===== src/rtl/fp_accum_n.sv =====
// Single-precision accumulator: sums N_TERMS products per frame through one
// combinational IEEE-754 adder into a single accumulator register.
module fp_accum_n #(
    parameter int unsigned N_TERMS = 9,
    parameter int unsigned CNT_W   = 8
) (
    input  logic        clk,
    input  logic        resetn,
    input  logic        valid_in,
    input  logic        clear,
    input  logic [31:0] data_in,
    output logic [31:0] sum_out,
    output logic        valid_out,
    output logic        busy
);

    localparam logic [CNT_W-1:0] LAST_CNT = CNT_W'(N_TERMS - 1);
    localparam logic [CNT_W-1:0] ONE_CNT  = CNT_W'(1);

    logic [31:0]      acc_q, acc_d;
    logic [CNT_W-1:0] cnt_q, cnt_d;
    logic [31:0]      sum_q, sum_d;
    logic             vout_q, vout_d;

    // Adder datapath signals
    logic        a_s, b_s;
    logic [7:0]  a_e, b_e;
    logic [23:0] a_m, b_m;
    logic        a_nan, b_nan, a_inf, b_inf;
    logic        swap;
    logic        big_s, sml_s;
    logic [7:0]  big_e, sml_e, exp_diff;
    logic [23:0] big_m, sml_m;
    logic [49:0] shifted;
    logic [26:0] aligned;
    logic [27:0] raw;
    logic [4:0]  lz;
    logic        lz_found;
    logic [26:0] norm;
    logic [9:0]  exp_n, exp_r;
    logic        rnd_up;
    logic [24:0] man_r;
    logic [22:0] frac_r;
    logic [31:0] add_res;

    always_comb begin
        a_s   = acc_q[31];
        a_e   = acc_q[30:23];
        b_s   = data_in[31];
        b_e   = data_in[30:23];
        // Denormals have a zero exponent and become signed zero
        a_m   = (a_e == 8'h00) ? '0 : {1'b1, acc_q[22:0]};
        b_m   = (b_e == 8'h00) ? '0 : {1'b1, data_in[22:0]};
        a_nan = (a_e == 8'hFF) && (acc_q[22:0] != '0);
        b_nan = (b_e == 8'hFF) && (data_in[22:0] != '0);
        a_inf = (a_e == 8'hFF) && (acc_q[22:0] == '0);
        b_inf = (b_e == 8'hFF) && (data_in[22:0] == '0);
    end

    always_comb begin
        swap  = {b_e, b_m} > {a_e, a_m};
        big_s = swap ? b_s : a_s;
        big_e = swap ? b_e : a_e;
        big_m = swap ? b_m : a_m;
        sml_s = swap ? a_s : b_s;
        sml_e = swap ? a_e : b_e;
        sml_m = swap ? a_m : b_m;
        exp_diff = big_e - sml_e;

        // Bits [49:26] significand, [25] guard, [24] round, [23:0] feed sticky
        shifted = {sml_m, 26'b0} >> exp_diff;
        if (exp_diff >= 8'd26) begin
            aligned = {26'b0, |sml_m};
        end else begin
            aligned = {shifted[49:24], |shifted[23:0]};
        end

        if (big_s ^ sml_s) begin
            raw = {1'b0, big_m, 3'b000} - {1'b0, aligned};
        end else begin
            raw = {1'b0, big_m, 3'b000} + {1'b0, aligned};
        end
    end

    always_comb begin
        lz       = '0;
        lz_found = 1'b0;
        for (int unsigned i = 0; i < 27; i++) begin
            if (!lz_found) begin
                if (raw[26 - i]) begin
                    lz_found = 1'b1;
                end else begin
                    lz = lz + 5'd1;
                end
            end
        end

        if (raw[27]) begin
            norm  = {raw[27:2], raw[1] | raw[0]};
            exp_n = {2'b00, big_e} + 10'd1;
        end else begin
            norm  = raw[26:0] << lz;
            exp_n = {2'b00, big_e} - {5'b00000, lz};
        end

        rnd_up = norm[2] & (norm[1] | norm[0] | norm[3]);
        man_r  = {1'b0, norm[26:3]} + {24'b0, rnd_up};
        if (man_r[24]) begin
            frac_r = man_r[23:1];
            exp_r  = exp_n + 10'd1;
        end else begin
            frac_r = man_r[22:0];
            exp_r  = exp_n;
        end
    end

    always_comb begin
        if (a_nan || b_nan || (a_inf && b_inf && (a_s != b_s))) begin
            add_res = 32'h7FC0_0000;
        end else if (a_inf) begin
            add_res = acc_q;
        end else if (b_inf) begin
            add_res = data_in;
        end else if (raw == '0) begin
            add_res = {a_s & b_s, 31'b0};
        end else if (exp_n[9] || (exp_n == '0)) begin
            add_res = {big_s, 31'b0};
        end else if (exp_r >= 10'd255) begin
            add_res = {big_s, 8'hFF, 23'b0};
        end else begin
            add_res = {big_s, exp_r[7:0], frac_r};
        end
    end

    always_comb begin
        acc_d  = acc_q;
        cnt_d  = cnt_q;
        sum_d  = sum_q;
        vout_d = 1'b0;
        if (clear) begin
            acc_d = '0;
            cnt_d = '0;
        end else if (valid_in) begin
            if (cnt_q == '0) begin
                // First term is loaded so a lone -0 keeps its sign
                acc_d = data_in;
                cnt_d = ONE_CNT;
            end else if (cnt_q == LAST_CNT) begin
                sum_d  = add_res;
                vout_d = 1'b1;
                acc_d  = '0;
                cnt_d  = '0;
            end else begin
                acc_d = add_res;
                cnt_d = cnt_q + ONE_CNT;
            end
        end
    end

    always_ff @(posedge clk) begin
        if (!resetn) begin
            acc_q  <= '0;
            cnt_q  <= '0;
            sum_q  <= '0;
            vout_q <= 1'b0;
        end else begin
            acc_q  <= acc_d;
            cnt_q  <= cnt_d;
            sum_q  <= sum_d;
            vout_q <= vout_d;
        end
    end

    assign sum_out   = sum_q;
    assign valid_out = vout_q;
    assign busy      = (cnt_q != '0);

endmodule

===== config.mk =====
export PLATFORM = sky130hd
export DESIGN_NAME = fp_accum_n
export DESIGN_NICKNAME = d
export VERILOG_FILES = /design/src/rtl/fp_accum_n.sv
export SDC_FILE = /design/constraint.sdc
export NUM_CORES = 1
export LEC_CHECK = 0
export ABC_AREA = 1
export BUFFER_PORTS_ARGS = -buffer_cell sky130_fd_sc_hd__buf_4
export CORE_MARGIN = 2
export CORE_UTILIZATION = 35
export DETAILED_ROUTE_END_ITERATION = 7
export PLACE_DENSITY_LB_ADDON = 0.15
export SYNTH_ARGS = -nofsm -noshare
export SYNTH_HDL_FRONTEND = slang
export SYNTH_SLANG_ARGS = --single-unit
export TNS_END_PERCENT = 5

===== constraint.sdc =====
create_clock -name clk -period 27.5 [get_ports clk]
set_input_delay 2.75 -clock clk [delete_from_list [all_inputs] [get_ports clk]]
set_output_delay 2.75 -clock clk [all_outputs]
set_load 0.02 [all_outputs]

==> metrics.txt <==
Worst path max stage delay=0.38 ns; die area=50200 µm²; maximum fanout along the worst path=51; final hold violations=0; fill cell count=5469; Net Sw Frac=61.4%; Initial DRC Count=2090; flop2flop setup slack=4.14 ns; Layout area overhead=7.91%; element type at the critical path end=flop; leak pwr=9.35 nW; commonest non-fill, non-tap cell in the layout=nand2_1; Clock Sinks=73; Boundary Pins=70; DR pass1 iterations=6; clock slew at reported path FFs=0.06 ns; Cell Area, Synth=16900 µm²; R2R cell count=158; sequential-to-total area share from yosys stat=8.62%; Clk Latency, worst-skew pair=0.34 ns; die outline width=224 µm; most frequent cells in the layout=nand2_1 (884), nand3_1 (413), inv_1 (394), nor2_1 (318), a21oi_1 (190); share of total power in sequential cells=10.0%; CTS HTree Levels=3; post-DP HPWL=54500 µm; fin crit share=91.6%; Maximum Capacitance Violations=0; P_sw=0.000683 W; CP Class=primary input to flop; largest net degree at the start of global routing=70; Hold WS=0.495 ns; Root Buffer=clkbuf_16; chip height=224 µm; Syn Nets=3354; routed wire length=66300 µm; Crit-path slowest cell=o21ai_0; Initial Utilization=35.5%; Placer Congestion=0.991; Post-synth EDFFs=0; Via density=5.48; Worst Skew=0.00860 ns; Worst setup SP type=primary input; status=complete, no violations; CTS buffer count=9; post-route minimum period=25.20 ns; CTS tree=yes; worst vdd ir=0.0000345 V; antenna violations before repair=0; syn_area_per_cell=5.30 µm²; max-slew violations=0; final setup fails=0; Comb power frac=79.4%; final cell count without fillers=3813; Cell Area, Placed=17900 µm²; sum of negative setup slack=0 ns; clock power share=10.6%; first-pass GRT wire length=103000 µm; Tot GR Track Use=25.4%; Longest Clk Path Bufs=2; Slew HR=29.5%; unrepaired setup endpoints after global routing=no; share of layout cells above drive strength 1=8.94%; antenna cells=0; Nets=3348; placed cells=3791; GRT Residual Overflow=0; worst hold path stage count=2; WP data required=27.71 ns; standard-cell rows=80; Fmax=0.0397 GHz; Post-synth ARST share=0%; post-route ant nets=0; Synth Flop Type=dfxtp_1; synth unique cells=67; fin area=18300 µm²; FF+latch count, synth=73; P per Cell Area=60.8 nW/µm²; Synth Instances=3199; WL/cell=17.4 µm; Tightest Hold Check Type=flop to flop; Post-route DRC=0; Vias=20900; core footprint=47700 µm²; vias in the first global route=19300; most used cell, CP=nand2_1; crit path DAT=25.41 ns; IO Port Bufs=69; yosys warns=0; worst-margin pin slew=1.05 ns; Internal Power=0.000429 W
## cells by family after synthesis
kind of cell / count (synthesis) / share of synthesized area, %
and+or+nand+nor: 1906 / 50.9
buffers and inverters: 579 / 13.6
AOI/OAI and AO/OA: 464 / 15.0
adders and majority gates: 119 / 8.87
DFF: 73 / 8.62
xor gates and xnor gates: 58 / 3.09
## flip-flops by register name, summed over array words and instances, names as in the netlist
signal,cells
acc_q,32
cnt_q,8
sum_out,32
valid_out,1
## stage by stage
step | setup WS (ns) | total power, W | util [%]
floorplan | 5.45 | 0.000727 | -
global placement | 1.34 | 0.000975 | 37.5
detailed placement | 0.842 | 0.000972 | 37.5
CTS | 1.05 | 0.00109 | 38.1
global route | 0.0672 | 0.00122 | 38.3
finish | 2.30 | 0.00111 | 38.3
## final cells by class
cell class	instances	area, µm²	area share, %
clock inverter	6	67.6	0.369
inverter	460	1730	9.48
tap	615	769	4.21
clock buffer	10	229	1.25
sequential	73	1460	7.99
multi-input combinational	2549	13300	72.6
timing repair buffer	100	751	4.10
## power by group through the flow
stage | Sequential, W | Combinational [W] | Clock, W
detailed placement | 0.000114 | 0.000859 | 0
CTS | 0.000111 | 0.000863 | 0.000119
global route | 0.000112 | 0.000982 | 0.000124
global placement | 0.000114 | 0.000861 | 0
floorplan | 0.000112 | 0.000615 | 0
finish | 0.000112 | 0.000883 | 0.000118
## synth_stat cells, drive strengths merged, types with 2 or more instances
cell / count / share of area, %
and3: 2 / 0.081
xor2: 50 / 2.7
nand4: 97 / 3.7
a21o: 3 / 0.13
nor2: 347 / 8.8
xnor2: 8 / 0.41
clkinv: 8 / 0.19
a211oi: 2 / 0.089
nand2: 913 / 21
o21ai: 196 / 5.9
nor4: 14 / 0.55
o22ai: 16 / 0.63
o211ai: 6 / 0.27
nor3: 72 / 2.3
buf: 51 / 1.8
and2: 4 / 0.15
a31oi: 9 / 0.33
o21bai: 8 / 0.35
o31ai: 5 / 0.22
a21boi: 5 / 0.22
dfxtp: 73 / 8.6
a221oi: 6 / 0.31
nor3b: 2 / 0.089
a22oi: 2 / 0.089
nand3: 431 / 13
nand3b: 4 / 0.18
or2: 20 / 0.74
clkbuf: 68 / 1.5
o21a: 6 / 0.27
ha: 117 / 8.6
a21oi: 192 / 5.8
inv: 452 / 10
fa: 2 / 0.24
## final timing paths
kind	start	end
setup reg to reg	acc_q[26]$_SDFFE_PP0P_	acc_q[9]$_SDFFE_PP0P_
hold / removal	cnt_q[7]$_SDFFE_PP0P_	cnt_q[7]$_SDFFE_PP0P_
hold reg to reg	cnt_q[7]$_SDFFE_PP0P_	cnt_q[7]$_SDFFE_PP0P_
setup / recovery	data_in[23]	acc_q[9]$_SDFFE_PP0P_
## routing by layer
metal / vias up / share of wire [%] / GRT usage, % / routed length [µm]
met2: 766 / 47 / 44.1 / 31200
met1: 9566 / 45 / 33.7 / 29700
met5: - / 0 / 0 / 0
li1: 10500 / - / - / -
met3: 109 / 5.4 / 1.81 / 3580
met4: 0 / 2.8 / 7.48 / 1840
## what timing repair did
action                                  CTS  global route
setup buffers                             0             4
hold buffers                              0             0
resized for setup                         0            13
endpoints found under the setup margin    0            62
## critical path, delay by kind of cell
family                   cells  cell delay, ns
AND/OR/NAND/NOR             95           12.27
adder cells (fa/ha/maj)     17            4.72
AO/OA/AOI/OAI               21            3.53
buffers and inverters       24            2.04
(Power assumes the default switching activity.)
